$ cat src/rtl/core_sequencer_if.sv
// rtl/core_sequencer_if.sv - bus bundle between the sequencer and its memory, decoder, ALU and register file
//
// Purpose : carries every non-clock/reset signal of core_sequencer.
// Modports: master = sequencer side, slave = environment side.
// Signals : start/base_pc (control), imem_* (fetch bus), instr_out/dec_* (decoder),
//           alu_* and rf_raddr* (ALU dispatch), rf_* (writeback), busy/done (status).
interface core_sequencer_if #(
  parameter int PC_W   = 8,
  parameter int DATA_W = 16
);
  logic              start;
  logic [PC_W-1:0]   base_pc;
  logic              imem_req;
  logic [PC_W-1:0]   imem_addr;
  logic              imem_valid;
  logic [15:0]       imem_data;
  logic [15:0]       instr_out;
  logic [3:0]        dec_opcode;
  logic [3:0]        dec_dest;
  logic [3:0]        dec_src1;
  logic [3:0]        dec_src2;
  logic [7:0]        dec_imm;
  logic              alu_valid;
  logic              alu_ready;
  logic [3:0]        alu_op;
  logic [3:0]        rf_raddr1;
  logic [3:0]        rf_raddr2;
  logic              alu_done;
  logic [DATA_W-1:0] alu_result;
  logic              rf_we;
  logic [3:0]        rf_waddr;
  logic [DATA_W-1:0] rf_wdata;
  logic              busy;
  logic              done;

  modport master (
    input  start, base_pc, imem_valid, imem_data,
    input  dec_opcode, dec_dest, dec_src1, dec_src2, dec_imm,
    input  alu_ready, alu_done, alu_result,
    output imem_req, imem_addr, instr_out,
    output alu_valid, alu_op, rf_raddr1, rf_raddr2,
    output rf_we, rf_waddr, rf_wdata, busy, done
  );

  modport slave (
    output start, base_pc, imem_valid, imem_data,
    output dec_opcode, dec_dest, dec_src1, dec_src2, dec_imm,
    output alu_ready, alu_done, alu_result,
    input  imem_req, imem_addr, instr_out,
    input  alu_valid, alu_op, rf_raddr1, rf_raddr2,
    input  rf_we, rf_waddr, rf_wdata, busy, done
  );
endinterface

$ cat src/rtl/core_sequencer.sv
// rtl/core_sequencer.sv - fetch/decode/execute sequencer for one GPU core lane
//
// Purpose: fetches 16-bit instructions, holds them in the instruction register
//          for the external decoder, runs NOP/LDI/JMP/BRZ/HALT itself and hands
//          every other opcode to the ALU over a valid/ready handshake, then
//          writes the result back to the register file.
// Ports  : clk     - core clock
//          rst     - synchronous active-high reset
//          bus     - core_sequencer_if.master (control, fetch, decode, ALU, writeback, status)
module core_sequencer #(
  parameter int PC_W   = 8,
  parameter int DATA_W = 16
) (
  input logic              clk,
  input logic              rst,
  core_sequencer_if.master bus
);

  typedef enum logic [2:0] {
    S_IDLE,
    S_FETCH,
    S_WAIT_MEM,
    S_DECODE,
    S_EXEC,
    S_WAIT_ALU,
    S_WB,
    S_HALTED
  } state_t;

  localparam logic [3:0] OP_NOP  = 4'h0;
  localparam logic [3:0] OP_LDI  = 4'h4;
  localparam logic [3:0] OP_BRZ  = 4'hD;
  localparam logic [3:0] OP_JMP  = 4'hE;
  localparam logic [3:0] OP_HALT = 4'hF;

  state_t            state_q;
  logic [PC_W-1:0]   pc_q;
  logic [15:0]       ir_q;
  logic              zflag_q;
  logic              imem_req_q;
  logic              alu_valid_q;
  logic              rf_we_q;
  logic              busy_q;
  logic              done_q;
  logic [3:0]        rf_waddr_q;
  logic [DATA_W-1:0] rf_wdata_q;

  // Jump/branch target: the size cast truncates the 8-bit immediate when
  // PC_W < 8 and zero-extends it when PC_W > 8.
  logic [PC_W-1:0]   branch_pc;
  logic [PC_W-1:0]   pc_inc;

  assign branch_pc = PC_W'(bus.dec_imm);
  assign pc_inc    = pc_q + PC_W'(1);

  assign bus.imem_req  = imem_req_q;
  assign bus.imem_addr = pc_q;
  assign bus.instr_out = ir_q;
  assign bus.alu_valid = alu_valid_q;
  assign bus.alu_op    = bus.dec_opcode;
  assign bus.rf_raddr1 = bus.dec_src1;
  assign bus.rf_raddr2 = bus.dec_src2;
  assign bus.rf_we     = rf_we_q;
  assign bus.rf_waddr  = rf_waddr_q;
  assign bus.rf_wdata  = rf_wdata_q;
  assign bus.busy      = busy_q;
  assign bus.done      = done_q;

  always_ff @(posedge clk) begin
    if (rst) begin
      state_q     <= S_IDLE;
      pc_q        <= '0;
      ir_q        <= 16'h0000;
      zflag_q     <= 1'b0;
      imem_req_q  <= 1'b0;
      alu_valid_q <= 1'b0;
      rf_we_q     <= 1'b0;
      busy_q      <= 1'b0;
      done_q      <= 1'b0;
      rf_waddr_q  <= '0;
      rf_wdata_q  <= '0;
    end else begin
      // Fetch request and write enable are single-cycle pulses raised only
      // on the transition into FETCH / WB.
      imem_req_q <= 1'b0;
      rf_we_q    <= 1'b0;

      case (state_q)
        S_IDLE, S_HALTED: begin
          if (bus.start) begin
            pc_q       <= bus.base_pc;
            done_q     <= 1'b0;
            busy_q     <= 1'b1;
            imem_req_q <= 1'b1;
            state_q    <= S_FETCH;
          end
        end

        S_FETCH: state_q <= S_WAIT_MEM;

        S_WAIT_MEM: begin
          if (bus.imem_valid) begin
            ir_q    <= bus.imem_data;
            pc_q    <= pc_inc;
            state_q <= S_DECODE;
          end
        end

        S_DECODE: begin
          case (bus.dec_opcode)
            OP_NOP: begin
              imem_req_q <= 1'b1;
              state_q    <= S_FETCH;
            end
            OP_LDI: begin
              rf_we_q    <= 1'b1;
              rf_waddr_q <= bus.dec_dest;
              rf_wdata_q <= DATA_W'(bus.dec_imm);
              state_q    <= S_WB;
            end
            OP_JMP: begin
              pc_q       <= branch_pc;
              imem_req_q <= 1'b1;
              state_q    <= S_FETCH;
            end
            OP_BRZ: begin
              if (zflag_q) pc_q <= branch_pc;
              imem_req_q <= 1'b1;
              state_q    <= S_FETCH;
            end
            OP_HALT: begin
              busy_q  <= 1'b0;
              done_q  <= 1'b1;
              state_q <= S_HALTED;
            end
            default: begin
              alu_valid_q <= 1'b1;
              state_q     <= S_EXEC;
            end
          endcase
        end

        // alu_op/rf_raddr* come straight from the decoder, which keeps
        // reflecting ir, so they stay stable while the request is stalled.
        S_EXEC: begin
          if (bus.alu_ready) begin
            alu_valid_q <= 1'b0;
            state_q     <= S_WAIT_ALU;
          end
        end

        S_WAIT_ALU: begin
          if (bus.alu_done) begin
            rf_we_q    <= 1'b1;
            rf_waddr_q <= bus.dec_dest;
            rf_wdata_q <= bus.alu_result;
            state_q    <= S_WB;
          end
        end

        S_WB: begin
          zflag_q    <= (rf_wdata_q == '0);
          imem_req_q <= 1'b1;
          state_q    <= S_FETCH;
        end

        default: state_q <= S_IDLE;
      endcase
    end
  end

endmodule
$ cat src/flat_wrapper.sv
// flat-port wrapper written by rule: the top's interface ports become plain ports
module core_sequencer_flat 
#(
  parameter int PC_W   = 8,
  parameter int DATA_W = 16
)
  (clk, rst, bus_start, bus_base_pc, bus_imem_valid, bus_imem_data, bus_dec_opcode, bus_dec_dest, bus_dec_src1, bus_dec_src2, bus_dec_imm, bus_alu_ready, bus_alu_done, bus_alu_result, bus_imem_req, bus_imem_addr, bus_instr_out, bus_alu_valid, bus_alu_op, bus_rf_raddr1, bus_rf_raddr2, bus_rf_we, bus_rf_waddr, bus_rf_wdata, bus_busy, bus_done);
  core_sequencer_if #(.PC_W(PC_W), .DATA_W(DATA_W)) bus_i ();
  input logic clk;
  input logic rst;
  input wire logic [$bits(bus_i.start)-1:0] bus_start;
  input wire logic [$bits(bus_i.base_pc)-1:0] bus_base_pc;
  input wire logic [$bits(bus_i.imem_valid)-1:0] bus_imem_valid;
  input wire logic [$bits(bus_i.imem_data)-1:0] bus_imem_data;
  input wire logic [$bits(bus_i.dec_opcode)-1:0] bus_dec_opcode;
  input wire logic [$bits(bus_i.dec_dest)-1:0] bus_dec_dest;
  input wire logic [$bits(bus_i.dec_src1)-1:0] bus_dec_src1;
  input wire logic [$bits(bus_i.dec_src2)-1:0] bus_dec_src2;
  input wire logic [$bits(bus_i.dec_imm)-1:0] bus_dec_imm;
  input wire logic [$bits(bus_i.alu_ready)-1:0] bus_alu_ready;
  input wire logic [$bits(bus_i.alu_done)-1:0] bus_alu_done;
  input wire logic [$bits(bus_i.alu_result)-1:0] bus_alu_result;
  output wire logic [$bits(bus_i.imem_req)-1:0] bus_imem_req;
  output wire logic [$bits(bus_i.imem_addr)-1:0] bus_imem_addr;
  output wire logic [$bits(bus_i.instr_out)-1:0] bus_instr_out;
  output wire logic [$bits(bus_i.alu_valid)-1:0] bus_alu_valid;
  output wire logic [$bits(bus_i.alu_op)-1:0] bus_alu_op;
  output wire logic [$bits(bus_i.rf_raddr1)-1:0] bus_rf_raddr1;
  output wire logic [$bits(bus_i.rf_raddr2)-1:0] bus_rf_raddr2;
  output wire logic [$bits(bus_i.rf_we)-1:0] bus_rf_we;
  output wire logic [$bits(bus_i.rf_waddr)-1:0] bus_rf_waddr;
  output wire logic [$bits(bus_i.rf_wdata)-1:0] bus_rf_wdata;
  output wire logic [$bits(bus_i.busy)-1:0] bus_busy;
  output wire logic [$bits(bus_i.done)-1:0] bus_done;
  assign bus_i.start = bus_start;
  assign bus_i.base_pc = bus_base_pc;
  assign bus_i.imem_valid = bus_imem_valid;
  assign bus_i.imem_data = bus_imem_data;
  assign bus_i.dec_opcode = bus_dec_opcode;
  assign bus_i.dec_dest = bus_dec_dest;
  assign bus_i.dec_src1 = bus_dec_src1;
  assign bus_i.dec_src2 = bus_dec_src2;
  assign bus_i.dec_imm = bus_dec_imm;
  assign bus_i.alu_ready = bus_alu_ready;
  assign bus_i.alu_done = bus_alu_done;
  assign bus_i.alu_result = bus_alu_result;
  assign bus_imem_req = bus_i.imem_req;
  assign bus_imem_addr = bus_i.imem_addr;
  assign bus_instr_out = bus_i.instr_out;
  assign bus_alu_valid = bus_i.alu_valid;
  assign bus_alu_op = bus_i.alu_op;
  assign bus_rf_raddr1 = bus_i.rf_raddr1;
  assign bus_rf_raddr2 = bus_i.rf_raddr2;
  assign bus_rf_we = bus_i.rf_we;
  assign bus_rf_waddr = bus_i.rf_waddr;
  assign bus_rf_wdata = bus_i.rf_wdata;
  assign bus_busy = bus_i.busy;
  assign bus_done = bus_i.done;
  core_sequencer #(.PC_W(PC_W), .DATA_W(DATA_W)) u_core (.clk(clk), .rst(rst), .bus(bus_i));
endmodule
$ cat config.mk
export PLATFORM = sky130hd
export DESIGN_NAME = core_sequencer_flat
export DESIGN_NICKNAME = d
export VERILOG_FILES = /design/src/rtl/core_sequencer_if.sv /design/src/rtl/core_sequencer.sv /design/src/flat_wrapper.sv
export SDC_FILE = /design/constraint.sdc
export NUM_CORES = 1
export LEC_CHECK = 0
export BUFFER_PORTS_ARGS = -buffer_cell sky130_fd_sc_hd__buf_2
export CORE_ASPECT_RATIO = 0.6
export CORE_MARGIN = 1
export CORE_UTILIZATION = 41
export DETAILED_ROUTE_END_ITERATION = 16
export PLACE_DENSITY_LB_ADDON = 0.05
export SYNTH_ARGS = -nofsm -noshare
export SYNTH_HDL_FRONTEND = slang
export SYNTH_SLANG_ARGS = --single-unit
$ cat constraint.sdc
create_clock -name clk -period 4.9 [get_ports clk]
set_input_delay 0.245 -clock clk [delete_from_list [all_inputs] [get_ports clk]]
set_output_delay 0.245 -clock clk [all_outputs]
set_load 0.03 [all_outputs]
== After elaboration in Yosys (flattened, before gate mapping) ==
Index checks and enable logic that the tools add are counted.
Storage, ports and cells
  input bits: 70
  flip-flop bits (word level): 53
Operators by class
  add/sub/neg operators: 1
  equality and inequality tests: 20
  reductions and logical operators: 16
  mux-type cells: 32
Operator list (number)
  2-to-1 mux 16 bit: 2
  case mux 16 bit (2 select lines): 1
  2-to-1 mux 8 bit: 3
  case mux 8 bit (3 select lines): 1
  case mux 3 bit (7 select lines): 1
  zero test 16 bit: 1
  case mux 8 bit (2 select lines): 1
  inequality test 2 bit (second input constant): 7
  equality test 3 bit (second input constant): 4
  equality test 4 bit (second input constant): 3
  2-to-1 mux 3 bit: 4
  2-to-1 mux 1 bit: 10
  case mux 3 bit (3 select lines): 1
  AND reduction 3 bit: 3
  adder 8 x 1 -> 8 bit (second input constant): 1
  2-to-1 mux 4 bit: 2
  case mux 1 bit (2 select lines): 4
  case mux 4 bit (2 select lines): 1
  equality test 3 x 2 -> 1 bit (second input constant): 2
  inequality test 3 x 2 -> 1 bit (second input constant): 2
  nonzero test 2 bit: 3
  AND reduction 5 bit: 1
  OR reduction 5 bit: 1
  equality test 4 x 3 -> 1 bit (second input constant): 1
  9 further kinds: 9

== Logic depth before layout (Yosys ltp) ==
  word-level depth: 4
  mapped depth: 8

== Worst setup path before layout ==
Ideal clock, no wire load.
  path type: register to register
  start point: register u_core.state_q[2]
  end point: register u_core.pc_q[2] (netlist: u_core.bus.imem_addr[2])
  path buffers: 2
  setup time: 86 ps
  arrival: 1497 ps
  stages on the path, launching flop included: 7
  setup slack: 3317 ps
  path through: dfxtp_1 buf_6 nor2_1 a32o_1 a311o_2 buf_6 a221oi_2
On the way
  cells in the longest elaborated chain, start to end: 4
RTL lines
  start, declared: line core_sequencer.sv:36  | state_t state_q;
  start signal, assigned: line core_sequencer.sv:71  | state_q <= S_IDLE;
  start signal, assigned: line core_sequencer.sv:95  | state_q <= S_FETCH;
  start signal, assigned: line core_sequencer.sv:99  | S_FETCH: state_q <= S_WAIT_MEM;
  equality test 3 bit or zero test 3 bit (tied branches): line core_sequencer.sv:88  | case (state_q)
  OR reduction 2 bit: line core_sequencer.sv:88
  inequality test 2 bit (no source line) or nonzero test 3 bit (tied branches)
  AND reduction 5 bit (no source line)
  end signal, assigned: line core_sequencer.sv:91  | pc_q <= bus.base_pc;
  end signal, assigned: line core_sequencer.sv:104  | pc_q <= pc_inc;
  end signal, assigned: line core_sequencer.sv:122  | pc_q <= branch_pc;
  end, declared: line core_sequencer.sv:37  | logic [PC_W-1:0] pc_q;
Several ways; a longest one is shown, not always the timed one.
A chain may end at the register's enable or synchronous reset.

== Worst setup path after layout ==
  start point: register u_core.state_q[1]
  end point: register u_core.rf_wdata_q[2] (netlist: u_core.bus.rf_wdata[2])
On the way
  cells in the longest elaborated chain, start to end: 3
RTL lines
  equality test 3 x 2 -> 1 bit or equality test 3 bit (tied branches): line core_sequencer.sv:88
  inequality test 2 bit (no source line) or nonzero test 2 bit (tied branches)
  AND reduction 3 bit (no source line)
  end signal, assigned: line core_sequencer.sv:118  | rf_wdata_q <= DATA_W'(bus.dec_imm);
  end signal, assigned: line core_sequencer.sv:156  | rf_wdata_q <= bus.alu_result;
  end, declared: line core_sequencer.sv:46  | logic [DATA_W-1:0] rf_wdata_q;
Several ways; a longest one is shown, not always the timed one.

==> results_dict.tcl <==
set metrics [dict create \
    syn_area_um2 2580 \
    synth_commonest_cells "nand2_1, dfxtp_1, a21oi_1, nor2_1, nand3_1" \
    start_util 0.443 \
    track_usage 0.214 \
    cp_slowest_cell "nor2b_1" \
    synthCells 336 \
    clk_path_buf_depth 2 \
    path_delay_family "simple AND/OR/NAND/NOR gates" \
    reg2reg_from "u_core.state_q[1]" \
    setup-violations-final 0 \
    path_cells "nor2b_1 > a32o_1 > and2_1 > nor2_1 > a311oi_1" \
    grt_pass1_wl_um 11500 \
    synthTopCellsByArea "dfxtp_1, nand2_1, a21oi_1, nor2_1, buf_4" \
    setup_ws_ns 2.11 \
    diodes 0 \
    cts_tree "yes" \
    synthFlopType "dfxtp_1" \
    slew_violations 0 \
    hold_class "input port to register" \
    total_power_mw 1.08 \
    num_vias 2596 \
    finClkSkew_ns 0.00438 \
    power_frac_seq 0.470 \
    antenna_found_initial 0 \
    hpwlAfterDp_um 5000 \
    drc_errors 0 \
    detail-route-antenna-nets 0 \
    cp-start-kind "register" \
    die_width_um 105 \
    coreArea_um2 5830 \
    fmax_ghz 0.358 \
    final_hold_viol_count 0 \
    synth_most_common_cell "nand2_1" \
    wl_per_cell_um 13.7 \
    p_clk_frac 0.232 \
    synth_cell_types 40 \
    die_h_um 63.5 \
    wl_um 6880 \
    ctsHtreeMaxLevel 2 \
    fp.dieArea_um2 6640 \
    hold_ws_ns 0.171 \
    cp-startpoint "u_core.state_q[1]" \
    area_growth_pct 21.4 \
    overflow 0 \
    cp.arrival_ns 3.00 \
    post-route-period-util 0.570 \
    cts_buffers 5 \
    grt_start_max_net_pins 56 \
    post-cts-setup-buffers 0 \
    grt_pass1_vias 2341 \
    worst_setup_path_end_kind "register" \
    drt_iter0_markers 126 \
    p_leak_nw 1.39 \
    viasPerCell 5.17 \
    p_int_mw 0.682 \
    hp-start "bus_dec_dest[1]" \
    criticalPathCategory "register to register" \
    cp.required_ns 5.10 \
    synth-seq-cells 53 \
    switching_share 0.370 \
    power_density_nw_per_um2 345 \
    synth_fp_nets 407 \
    fin_tns_setup_ns 0 \
    cp_num_buf_inv 0 \
    synth_largest_area_cell "dfxtp_1" \
    ys_warn_count 0 \
    drive_gt1_frac 0.315 \
    root_buffer "clkbuf_8" \
    pwr-share-comb 0.298 \
    cts.sinks 53 \
    async_flop_share 0 \
    cts_hold_buf 0 \
    clk_pin_slew_ns 0.10 \
    synthDominantCellAreaShare 0.410 \
    cp_max_fo 20 \
    yosysSeqAreaShare 0.410 \
    rows 21 \
    worst_pin_slew_ns 1.03 \
    ir_worst_vdd_mv 0.151 \
    worstSkewPairLatency_ns 0.30 \
    avgSynthCellArea_um2 7.69 \
    cts_resized 0 \
    critPathMaxStageDelay_ns 0.83 \
    gp_congestion 0.835 \
    status "completed" \
    power_switching_mw 0.400 \
    preCtsSetupSlack_ns 2.18 \
    io_pins 131 \
    numPortBuffers 114 \
    synth_edf_count 0 \
    reg2reg_slack_ns 2.11 \
    firstDrtPassIters 4 \
    min_period_ns 2.79 \
    drv_cap 0 \
    nets 492 \
    max_slew_margin 0.313 \
    grt_setup_unrepaired "false" \
]
[per-stage QoR]
| step | area (µm²) | instances | util |
|---|---|---|---|
| final | 3140 | 502 | 0.538 |
| after global routing | 3140 | 502 | 0.538 |
| after CTS | 3140 | 502 | 0.538 |
| after detailed placement | 3050 | 494 | 0.523 |
| after global placement | 3050 | 494 | 0.523 |
| after floorplan | 2580 | 336 | - |
[cell usage in the layout, fill, tap and decap left out, drive strengths merged, types with 2 or more instances in the layout]
cell,Yosys,routed
buf,24,115
nand2,73,73
dfxtp,53,53
a21oi,43,43
nor2,26,26
nand3,17,17
o21ai,10,10
a311oi,9,9
a22oi,8,8
nand2b,6,6
inv,5,6
clkbuf,13,5
nor4,4,4
or3,4,4
a31oi,3,3
nor2b,3,3
and3,3,3
xnor2,3,3
a221oi,3,3
nor3,3,3
mux2i,2,2
a32o,2,2
o31ai,2,2
o32ai,2,2
a211o,2,2
nand4,2,2
and2,2,2
a21o,2,2
[per-layer routing]
layer	global-route usage	wire (µm)	vias up
met3	0.0549	513	6
met4	0.0482	50	0
li1	-	-	1327
met1	0.306	3450	1179
met2	0.321	2860	84
met5	0	0	-
[layout make-up]
cell class              instances  area (µm²)
clock buffers                   5        68.8
inverters                       5        18.8
clock inverters                 3        21.3
fillers                       600        2690
repair buffers                115         578
flip-flops and latches         53        1060
well taps                      80         100
multi-input cells             241        1290
[path summary, 6_finish.rpt]
path / to / depth (start not counted)
worst max-delay path: u_core.bus.rf_wdata[2] / 5
worst min-delay path: u_core.bus.rf_waddr[1] / 3
worst max register to register: u_core.bus.rf_wdata[2] / 5
worst min register to register: u_core.bus.instr_out[13] / 2
[state kept, by name, summed over array words and instances (netlist names)]
register,count
u_core.bus.instr_out,16
u_core.bus.alu_valid,1
u_core.bus.rf_wdata,16
u_core.zflag_q,1
u_core.state_q,3
u_core.bus.rf_we,1
u_core.bus.done,1
u_core.bus.busy,1
u_core.bus.imem_addr,8
u_core.bus.imem_req,1
u_core.bus.rf_waddr,4
[power by group through the flow]
stage	logic (mW)	registers, mW	clock network [mW]
2_1_floorplan	0.210	0.558	0
3_3_place_gp	0.322	0.517	0
5_1_grt	0.357	0.517	0.277
6_report	0.323	0.509	0.251
4_1_cts	0.323	0.508	0.260
3_5_place_dp	0.323	0.518	0
[cell families after synthesis]
| family | synth area share |
|---|---|
| buffers and inverters | 0.0900 |
| adders and majority gates | 0.00484 |
| muxes | 0.0121 |
| and+or+nand+nor | 0.244 |
| AOI/OAI and AO/OA | 0.228 |
| xor gates and xnor gates | 0.0102 |
| DFF | 0.410 |
[worst min-delay path, delay by kind of cell]
family / cells / cell delay (ns)
buf+inv: 1 / 0.10
compound gates: 1 / 0.05
simple gates: 1 / 0.05
No activity file was read; power rests on OpenSTA's default activity.
